### src/rtl/sound_event_trigger.sv
// sound_event_trigger: turns single-cycle game events into a stretched,
// gap-separated PlayAgain request level for the sound player, with the
// code of the event being played on SoundCode.
// Build option: define SOUND_QUEUE_EN for a 4-entry event FIFO; otherwise
// a single pending-event register buffers at most one request.
module sound_event_trigger #(
  parameter int PULSE_CYCLES = 500000,
  parameter int GAP_CYCLES   = 25000000,
  parameter int CNT_WIDTH    = 25
) (
  input  logic       Clock,
  input  logic       Reset,
  input  logic       HitPaddle,
  input  logic       HitWall,
  input  logic       Scored,
  input  logic       Mute,
  output logic       PlayAgain,
  output logic [1:0] SoundCode,
  output logic       Busy,
  output logic       Dropped
);

  localparam logic [CNT_WIDTH-1:0] PULSE_LOAD = CNT_WIDTH'(PULSE_CYCLES - 1);
  localparam logic [CNT_WIDTH-1:0] GAP_LOAD   = CNT_WIDTH'(GAP_CYCLES - 1);
  localparam logic [CNT_WIDTH-1:0] CNT_ZERO   = {CNT_WIDTH{1'b0}};
  localparam logic [CNT_WIDTH-1:0] CNT_ONE    = {{(CNT_WIDTH-1){1'b0}}, 1'b1};

  typedef enum logic [1:0] {
    IDLE  = 2'd0,
    PULSE = 2'd1,
    GAP   = 2'd2
  } state_t;

  state_t               state_r;
  logic [CNT_WIDTH-1:0] cnt_r;

  logic       ev_valid_s;
  logic [1:0] ev_code_s;
  logic       ev_multi_s;
  logic       accept_s;
  logic       pop_s;
  logic       q_empty_s;
  logic [1:0] head_code_s;
  logic       q_nxt_nonempty_s;
  logic       drop_s;
  logic       idle_next_s;
  logic       busy_nxt_s;

  // Pick the highest-priority event of this cycle and flag any losers.
  always_comb begin
    ev_valid_s = 1'b1;
    ev_code_s  = 2'd0;
    if (Scored) begin
      ev_code_s = 2'd3;
    end else if (HitPaddle) begin
      ev_code_s = 2'd1;
    end else if (HitWall) begin
      ev_code_s = 2'd2;
    end else begin
      ev_valid_s = 1'b0;
    end
    ev_multi_s = (Scored & (HitPaddle | HitWall)) | (HitPaddle & HitWall);
  end

  assign pop_s = (state_r == IDLE) && !q_empty_s && !Mute;

`ifdef SOUND_QUEUE_EN
  logic [1:0] q_mem_r [4];
  logic [1:0] wr_ptr_r;
  logic [1:0] rd_ptr_r;
  logic [2:0] q_count_r;
  logic [2:0] q_count_nxt_s;

  assign q_empty_s   = (q_count_r == 3'd0);
  assign head_code_s = q_mem_r[rd_ptr_r];
  // A full queue still takes an event when the head leaves in the same cycle.
  assign accept_s    = ev_valid_s && !Mute && ((q_count_r != 3'd4) || pop_s);

  // Next occupancy; mute empties the queue every cycle.
  always_comb begin
    q_count_nxt_s = q_count_r;
    if (Mute) begin
      q_count_nxt_s = 3'd0;
    end else begin
      case ({accept_s, pop_s})
        2'b10:   q_count_nxt_s = q_count_r + 3'd1;
        2'b01:   q_count_nxt_s = q_count_r - 3'd1;
        default: q_count_nxt_s = q_count_r;
      endcase
    end
    q_nxt_nonempty_s = (q_count_nxt_s != 3'd0);
  end

  // FIFO storage and wrapping pointers.
  always_ff @(posedge Clock or negedge Reset) begin
    if (!Reset) begin
      for (int i = 0; i < 4; i++) q_mem_r[i] <= 2'd0;
      wr_ptr_r  <= 2'd0;
      rd_ptr_r  <= 2'd0;
      q_count_r <= 3'd0;
    end else if (Mute) begin
      wr_ptr_r  <= 2'd0;
      rd_ptr_r  <= 2'd0;
      q_count_r <= 3'd0;
    end else begin
      if (accept_s) begin
        q_mem_r[wr_ptr_r] <= ev_code_s;
        wr_ptr_r          <= wr_ptr_r + 2'd1;
      end
      if (pop_s) begin
        rd_ptr_r <= rd_ptr_r + 2'd1;
      end
      q_count_r <= q_count_nxt_s;
    end
  end
`else
  logic       pend_valid_r;
  logic [1:0] pend_code_r;

  assign q_empty_s   = !pend_valid_r;
  assign head_code_s = pend_code_r;
  // The single slot accepts only when free or being handed to the FSM.
  assign accept_s    = ev_valid_s && !Mute && (!pend_valid_r || pop_s);

  // Next occupancy of the pending slot.
  always_comb begin
    if (Mute) begin
      q_nxt_nonempty_s = 1'b0;
    end else if (accept_s) begin
      q_nxt_nonempty_s = 1'b1;
    end else if (pop_s) begin
      q_nxt_nonempty_s = 1'b0;
    end else begin
      q_nxt_nonempty_s = pend_valid_r;
    end
  end

  // Single pending-event register.
  always_ff @(posedge Clock or negedge Reset) begin
    if (!Reset) begin
      pend_valid_r <= 1'b0;
      pend_code_r  <= 2'd0;
    end else begin
      pend_valid_r <= q_nxt_nonempty_s;
      if (accept_s) begin
        pend_code_r <= ev_code_s;
      end
    end
  end
`endif

  // Muted events vanish silently; otherwise losers and rejects are reported.
  assign drop_s = !Mute && ev_valid_s && (ev_multi_s || !accept_s);

  // Predict whether the block is idle after this edge, for a registered Busy.
  always_comb begin
    idle_next_s = 1'b1;
    case (state_r)
      IDLE:    idle_next_s = !pop_s;
      PULSE:   idle_next_s = 1'b0;
      GAP:     idle_next_s = (cnt_r == CNT_ZERO);
      default: idle_next_s = 1'b1;
    endcase
    busy_nxt_s = !idle_next_s || q_nxt_nonempty_s;
  end

  // Request sequencer: hold PlayAgain for the pulse, then enforce the gap.
  always_ff @(posedge Clock or negedge Reset) begin
    if (!Reset) begin
      state_r   <= IDLE;
      cnt_r     <= CNT_ZERO;
      PlayAgain <= 1'b0;
      SoundCode <= 2'd0;
      Busy      <= 1'b0;
      Dropped   <= 1'b0;
    end else begin
      Dropped <= drop_s;
      Busy    <= busy_nxt_s;
      case (state_r)
        IDLE: begin
          if (pop_s) begin
            SoundCode <= head_code_s;
            PlayAgain <= 1'b1;
            cnt_r     <= PULSE_LOAD;
            state_r   <= PULSE;
          end
        end
        PULSE: begin
          if (cnt_r == CNT_ZERO) begin
            PlayAgain <= 1'b0;
            cnt_r     <= GAP_LOAD;
            state_r   <= GAP;
          end else begin
            cnt_r <= cnt_r - CNT_ONE;
          end
        end
        GAP: begin
          if (cnt_r == CNT_ZERO) begin
            SoundCode <= 2'd0;
            state_r   <= IDLE;
          end else begin
            cnt_r <= cnt_r - CNT_ONE;
          end
        end
        default: begin
          state_r   <= IDLE;
          cnt_r     <= CNT_ZERO;
          PlayAgain <= 1'b0;
          SoundCode <= 2'd0;
        end
      endcase
    end
  end

endmodule

### config.mk
export PLATFORM = sky130hd
export DESIGN_NAME = sound_event_trigger
export DESIGN_NICKNAME = d
export VERILOG_FILES = /design/src/rtl/sound_event_trigger.sv
export SDC_FILE = /design/constraint.sdc
export NUM_CORES = 1
export LEC_CHECK = 0
export ABC_AREA = 1
export BUFFER_PORTS_ARGS = -buffer_cell sky130_fd_sc_hd__buf_2
export CAP_MARGIN = 40
export CORE_MARGIN = 2
export CORE_UTILIZATION = 40
export CTS_BUF_LIST = sky130_fd_sc_hd__clkbuf_16
export CTS_CLUSTER_DIAMETER = 30
export DETAILED_ROUTE_END_ITERATION = 7
export PLACE_DENSITY_LB_ADDON = 0.15
export SETUP_SLACK_MARGIN = 0.15
export SLEW_MARGIN = 20
export SYNTH_ARGS = -nofsm -noshare
export SYNTH_HDL_FRONTEND = slang
export SYNTH_SLANG_ARGS = --single-unit
### constraint.sdc
create_clock -name Clock -period 2.8 [get_ports Clock]
set_input_delay 0.56 -clock Clock [delete_from_list [all_inputs] [get_ports Clock]]
set_output_delay 0.56 -clock Clock [all_outputs]
set_load 0.005 [all_outputs]
## After elaboration in Yosys (flattened, before gate mapping)

Cells that the tools add are included.

| word-level totals | value |
|---|---|
| register bits | 35 |
| input port bits | 6 |
| output and inout bits | 5 |
| word-level logic and storage cells | 63 |

| cells by class | value |
|---|---|
| add/sub/neg operators | 1 |
| eq/ne operators | 6 |
| muxes and demuxes | 23 |
| bitwise gates (word level) | 6 |
| reductions and logical operators | 19 |

Operators with widths:

| operator | number |
|---|---|
| 2-to-1 mux 25 bit | 3 |
| case mux 25 bit (3 select lines) | 1 |
| logical NOT 25 bit | 1 |
| subtractor 25 x 1 -> 25 bit (second input constant) | 1 |
| 2-to-1 mux 2 bit | 7 |
| case mux 2 bit (3 select lines) | 2 |
| AND reduction 3 bit | 3 |
| 2-to-1 mux 1 bit | 8 |
| inequality test 2 bit (second input constant) | 4 |
| case mux 1 bit (3 select lines) | 2 |
| logical AND 1 bit | 5 |
| logical NOT 1 bit | 5 |
| logical OR 1 bit | 3 |
| AND 1 bit | 2 |
| equality test 2 x 1 -> 1 bit (second input constant) | 1 |
| equality test 2 bit (second input constant) | 1 |
| logical NOT 2 bit | 1 |
| inverter 1 bit | 2 |
| bitwise OR 1 bit | 2 |
| AND reduction 2 bit | 1 |

## Logic depth before layout (Yosys ltp)

Gate-level depths: netlist of run 1.

| logic depth | value |
|---|---|
| depth after elaboration | 8 |
| gate-level depth with buffers | 13 |
| mapped depth without buffers | 13 |

## Worst setup path after synthesis of run 1

No wires, ideal clock.

| timing path | value |
|---|---|
| path kind | reg-to-reg |
| start point | reg cnt_r[0] |
| end point | reg cnt_r[0] |
| library setup time | 116 ps |
| data arrival time | 1549 ps |
| required time | 2684 ps |
| path slack | 1135 ps |
| stages on the path, launching flop included | 13 |
| buffers on the path | 1 |
| period minus slack after synthesis | 1665 ps |
| cell sequence | dfrtp_1 > inv_1 > ha_1 > nand2_2 > nor2_4 > nand2_4 > nor2_8 > nand3_4 > nand2_4 > inv_4 > buf_6 > nand2_1 > nand2_1 |

| between the ends | value |
|---|---|
| longest elaborated chain between the ends | 3 |
| elaborated cells on any way between the ends | 7 |
| classes of those cells | 1 x add/sub; 1 x eq/ne; 3 x mux; 2 x reduce/logical |

RTL lines:

| what | line | RTL |
|---|---|---|
| start, declared | 35 | `logic [CNT_WIDTH-1:0] cnt_r;` |
| start signal, assigned | 194 | `cnt_r <= cnt_r - CNT_ONE;` |
| start signal, assigned | 202 | `cnt_r <= cnt_r - CNT_ONE;` |
| subtractor 25 x 1 -> 25 bit or logical NOT 25 bit (tied branches) | - |  |
| 2-to-1 mux 25 bit, or another cell as far along | 198 | `if (cnt_r == CNT_ZERO) begin` |
| case mux 25 bit (3 select lines) or AND reduction 2 bit (tied branches) | - |  |

Several ways; a longest one is shown, not always the timed one. The select of a mux whose other input is x is not followed.
A chain may end at the register's enable or synchronous reset.

## Final worst setup path of run 1

| timing path | value |
|---|---|
| start point | reg cnt_r[0] |
| end point | reg SoundCode[1] |

| between the ends | value |
|---|---|
| longest elaborated chain between the ends | 3 |

RTL lines:

| what | line | RTL |
|---|---|---|
| logical NOT 25 bit | 198 |  |
| inequality test 2 bit (no source line) | - |  |
| AND reduction 3 bit (no source line) | - |  |
| end signal, assigned | 182 | `SoundCode <= head_code_s;` |
| end, declared | 18 | `output logic [1:0] SoundCode,` |

Every way passes these cells.

==> qor.yml, run 1 <==
min_path_type: "in2async"
crit_chain: "inv_1, ha_1, nand2_2, nor2_4, nand2_4, nor2_8, nand2_4, nand2_2, nand2_1, o21ai_0, nand2_1"
final_max_slew_viol_count: 0
n_antenna_cell: 0
crit_path_max_fanout: 11
hpwl_um: 4059
numPortBuffers: 10
grt_overflow_total: 0
cts_resized: 0
fin_crit_ps: 2043
synthesis.instances: 326
vias: 2002
cts_tree: "built"
drt.antenna.violating_nets: 0
core_region_area_um2: 5540
syn_area_um2: 2318
crit_family: "simple AND/OR/NAND/NOR gates"
htreeDepth: 2
cts.clk_slew.worst_paths_ps: 60
avgSynthCellArea_um2: 7.112
drc: 0
totalWireLength_um: 5442
cp.arrival_ps: 2210
synth_cell_types: 29
multiInputGateArea_um2: 1250
max_cap_viol_count: 0
root_buffer: "clkbuf_16"
worstSetupStartpointType: "flop"
fin_skew_ps: 4.907
postSynthNetCount: 333
via_per_inst: 4.836
final-hold-violation-count: 0
power.total_uw: 1112
worstSetupPathType: "reg2reg"
drtIter0Drc: 134
cts_made_buffers: 5
regArea_um2: 875.8
syn2layout_area_growth_pct: 12.20
antenna_found_initial: 0
cts_buffer_depth: 2
post_cts_buffers: 0
slowest_stage: "dfrtp_1"
p_per_area_nw_per_um2: 427.6
insertion_delay_ps: 290
p_leak_uw: 0.001338
worst_pin_slew_ps: 455.6
place_congestion: 0.9063
die_area_um2: 6421
synth-seq-cells: 35
cts_hold_buf: 0
die_h_um: 80.13
ioPinCount: 11
dr.pass1.iters: 4
grt_pass1_wl_um: 9473
setup_violations: 0
ir_worst_vdd_mv: 0.2980
start_util_pct: 41.85
die_w_um: 80.13
period_share_pct: 72.95
clock_sinks: 35
slew_headroom_pct: 69.63
status: "complete, no violations"
grt_pass1_vias: 1960
grt_max_degree: 36
ys_seq_area_share_pct: 37.78
fillers: 595
grt_util_all_layers_pct: 19.35
grt_setup_unrepaired: "false"
drive_gt1_share_pct: 18.42
worst_setup_path_end_kind: "flop"
row_count: 27
finalNetCount: 348
tns_ps: 0
ys_warn_count: 0
crit_buf_inv: 1
slowest_delay_ps: 370
required_ps: 2970
wire_per_inst_um: 13.14
fmax_ghz: 0.4896
-- through the flow --
| stage | setup slack, ps | cells | hold WS (ps) | area [um^2] | util, % |
|---|---|---|---|---|---|
| after floorplan | 1135 | 326 | 264.4 | 2318 | - |
| after global placement | 821.3 | 405 | 467.4 | 2429 | 43.83 |
| after detailed placement | 738.6 | 405 | 468.1 | 2429 | 43.83 |
| after CTS | 734.7 | 413 | 407.7 | 2574 | 46.45 |
| after global routing | 500.9 | 414 | 251.1 | 2601 | 46.95 |
| final | 757.3 | 414 | 218.7 | 2601 | 46.95 |
-- where the power goes --
part	switching [uW]	internal, uW	total, uW
sequential	4.84	515	520
combinational	23.3	13.4	36.6
clock	228	328	556
total	256	856	1110
-- state kept, by name, indices dropped and copies added, names as in the netlist --
| name | flops |
|---|---|
| cnt_r | 25 |
| SoundCode | 2 |
| head_code_s | 2 |
| state_r | 2 |
| Busy | 1 |
| Dropped | 1 |
| PlayAgain | 1 |
| pend_valid_r | 1 |
-- final timing paths --
kind | from | endpoint | slack, ps | cells after the start
max reg2reg | cnt_r[0] | SoundCode[1] | 760 | 11
min reg2reg | cnt_r[0] | cnt_r[0] | 480 | 2
min in group Clock | cnt_r[0] | cnt_r[0] | 480 | 2
max in group asynchronous | Reset | cnt_r[22] | 2130 | 2
max | cnt_r[0] | SoundCode[1] | 760 | 11
min | Reset | cnt_r[10] | 220 | 1
-- final cells by class --
cell class | count | area share, %
multi-input combinational | 246 | 48.05
timing repair buffer | 11 | 2.982
clock buffer | 5 | 4.810
inverter | 42 | 6.253
clock inverter | 3 | 0.7696
tap | 72 | 3.463
sequential | 35 | 33.67
-- worst reg2reg max path: stages, from the launching register on --
cell and delay [ps]:
dfrtp_1 370, inv_1 90, ha_1 280, nand2_2 100
nor2_4 120, nand2_4 90, nor2_8 140, nand2_4 90
nand2_2 70, nand2_1 260, o21ai_0 250, nand2_1 70
-- metal layers --
layer  vias up  part of all wire (%)  GRT usage, %  routed length, um
li1       1065                     -             -                  -
met4         0                   1.0         5.593                 55
met2        25                    45         31.00               2472
met3         6                   2.7         3.034                148
met1       906                    51         26.96               2765
met5         -                     0             0                  0
-- cells in the mapped netlist --
cell type / count / area, um^2
o31ai_1: 1 / 7.510
o2111ai_1: 4 / 35.03
o21ai_1: 4 / 20.02
inv_2: 16 / 60.06
nor3_1: 1 / 5.000
xnor2_1: 1 / 8.760
nand2_1: 123 / 461.7
nand4_1: 11 / 68.82
a21oi_2: 1 / 8.760
dfrtp_1: 35 / 875.8
o21a_1: 1 / 7.510
nor2_8: 1 / 20.02
nand3b_1: 1 / 7.510
nor2_2: 4 / 25.02
buf_6: 2 / 22.52
nand3_4: 1 / 17.52
xor2_1: 11 / 96.34
ha_1: 1 / 12.51
nand3_1: 11 / 55.05
inv_4: 2 / 12.51
nor2_4: 8 / 90.09
nor2_1: 35 / 131.4
buf_4: 1 / 7.510
inv_1: 24 / 90.09
a21oi_1: 3 / 15.01
o21ai_0: 12 / 60.06
nand2_4: 3 / 33.78
nand2_2: 3 / 18.77
o21ai_2: 5 / 43.79
-- layout by cell type (no fill, tap or decap), types with 2 or more instances in the layout --
cell / count
a21oi_1: 3
buf_2: 10
clkbuf_16: 5
clkinvlp_4: 2
dfrtp_1: 35
inv_1: 24
inv_2: 16
inv_4: 2
nand2_1: 123
nand2_2: 3
nand2_4: 3
nand3_1: 11
nand4_1: 11
nor2_1: 35
nor2_2: 4
nor2_4: 8
o2111ai_1: 4
o21ai_0: 12
o21ai_1: 4
o21ai_2: 5
xor2_1: 11
-- kinds of logic (layout without fill, tap and decap cells) --
kind of cell,Yosys count,after routing,synth area share (%)
AND/OR/NAND/NOR,202,202,40.31
buffers and inverters,45,61,8.311
flip-flops,35,35,37.78
AO/OA/AOI/OAI,31,31,8.527
XOR/XNOR,12,12,4.533
adder cells (fa/ha/maj),1,1,0.5396
Note: power is estimated with default switching activity, not from simulation.
==> inputs of run 2 (changes only) <==
==> constraint.sdc (replaced) <==
create_clock -name Clock -period 1.9 [get_ports Clock]
set_input_delay 0.38 -clock Clock [delete_from_list [all_inputs] [get_ports Clock]]
set_output_delay 0.38 -clock Clock [all_outputs]
set_load 0.005 [all_outputs]
==> run 2 against run 1 <==
Net effect: critical path depth up 1; power up 56%; register-to-register slack lost 540 ps; worst hold slack worse by 170 ps; sequential power up 47%; clock power is 64% higher; sequential share of layout area decreased by 2.8 points; fmax grew 22%.
==> qor.yml, run 2 (same netlist as run 1, synthesis figures left out) <==
hpwl_um: 4236
post-route-util_pct: 51.24
final_cell_mix: "115 x nand2_1, 34 x dfrtp_1, 30 x nor2_1"
die_area_um2: 6421
dpl-instance-area_um2: 2486
regMostFlops: "cnt_r"
cts_buffer_depth: 2
r2r_start: "cnt_r[0]"
cp.arrival_ps: 1840
grt_overflow_total: 0
status: "complete, no violations"
grt_max_degree: 19
vias: 2119
finalNetCount: 363
root_buffer: "clkbuf_16"
place_congestion: 0.8908
insertion_delay_ps: 280
antenna_found_initial: 0
row_count: 27
slew_headroom_pct: 69.36
p_leak_uw: 0.001441
cts.clk_slew.worst_paths_ps: 60
fin_crit_ps: 1679
required_ps: 2060
die_w_um: 80.13
crit_path_start: "cnt_r[0]"
numPortBuffers: 10
start_util_pct: 41.85
setup_violations: 0
max_cap_viol_count: 0
fin_skew_ps: 5.150
drtIter0Drc: 172
wire_per_inst_um: 13.79
worst_setup_path_end_kind: "flop"
drc: 0
syn2layout_area_growth_pct: 22.45
htreeDepth: 2
final_cell_area_um2: 2839
ir_worst_vdd_mv: 0.3806
worst_pin_slew_ps: 459.6
totalWireLength_um: 5901
period_share_pct: 88.36
ioPinCount: 11
crit_path_max_fanout: 5
grt_util_all_layers_pct: 19.16
core_region_area_um2: 5540
cts_made_buffers: 5
grt_pass1_wl_um: 9370
drt.antenna.violating_nets: 0
grt_pass1_vias: 1937
n_antenna_cell: 0
grt_setup_unrepaired: "true"
cts_tree: "built"
final_max_slew_viol_count: 0
dr.pass1.iters: 4
final_common_cell: "nand2_1"
clock_sinks: 35
final-hold-violation-count: 0
drive_gt1_share_pct: 26.97
largest_register_ffs: 25
die_h_um: 80.13
via_per_inst: 4.951
fmax_ghz: 0.5957
min_path_type: "in2async"
worstSetupStartpointType: "flop"
r2r-end: "cnt_r[12]"
worstSetupPathType: "reg2reg"
p_per_area_nw_per_um2: 610.7
tns_ps: 0
reg2regPathDepth: 12
r2r_setup_slack_ps: 220
[run 2: worst max path at each step]
stage                           end  cells past startpoint  slack (ps)
after floorplan            cnt_r[0]                     12         230
after global placement    cnt_r[22]                     10         100
after detailed placement  cnt_r[22]                     10         150
after CTS                  cnt_r[8]                     11         160
after global routing      cnt_r[11]                     12          90
final                     cnt_r[12]                     12         220
[run 2: critical path, stage by stage (launching register included)]
cell     delay (ps)
dfrtp_1         390
inv_2           100
ha_4            150
nand2_4          50
nor2_4          120
nand2_4          90
nor2_8          160
nand2_4         100
nand2_4          80
nand2_4          70
buf_6           140
o21ai_2          50
o21ai_1          70
[run 2: report_power, final]
part           internal, uW  switching [uW]
clock                   607             307
sequential              759            6.44
combinational          19.9            35.0
total                  1390             348
[run 2: stage by stage]
stage	setup WS [ps]	total power, uW	hold slack [ps]	instances
detailed placement	145.7	835.4	362.6	411
CTS	159.8	1744	75.15	418
global placement	101.3	835.0	363.3	411
finish	221.2	1734	50.79	428
floorplan	234.6	798.5	84.41	326
global route	91.16	1799	86.25	428
[run 2: timing repair]
item | CTS | global route
endpoints found under the setup margin | 4 | 28
gates cloned | 0 | 2
pin swaps | 0 | 13
setup buffers | 0 | 8
endpoints found under the hold margin | 0 | 0
resized for setup | 2 | 34
hold buffers | 0 | 0
[run 2: metal layers]
layer  part of all wire (%)  GRT usage (%)  up-vias
met2                     46          30.25       43
met3                    3.7          3.596       13
met5                      0              0        -
met1                     49          27.10      976
met4                    1.7          4.576        0
li1                       -              -     1087
[run 2: layout make-up]
class / instances / area [um^2]
inverter: 42 / 162.7
timing repair buffer: 25 / 186.4
fill: 559 / 2701
multi-input combinational: 247 / 1364
clock inverter: 2 / 33.78
tap: 72 / 90.09
sequential: 35 / 877.1
clock buffer: 5 / 125.1
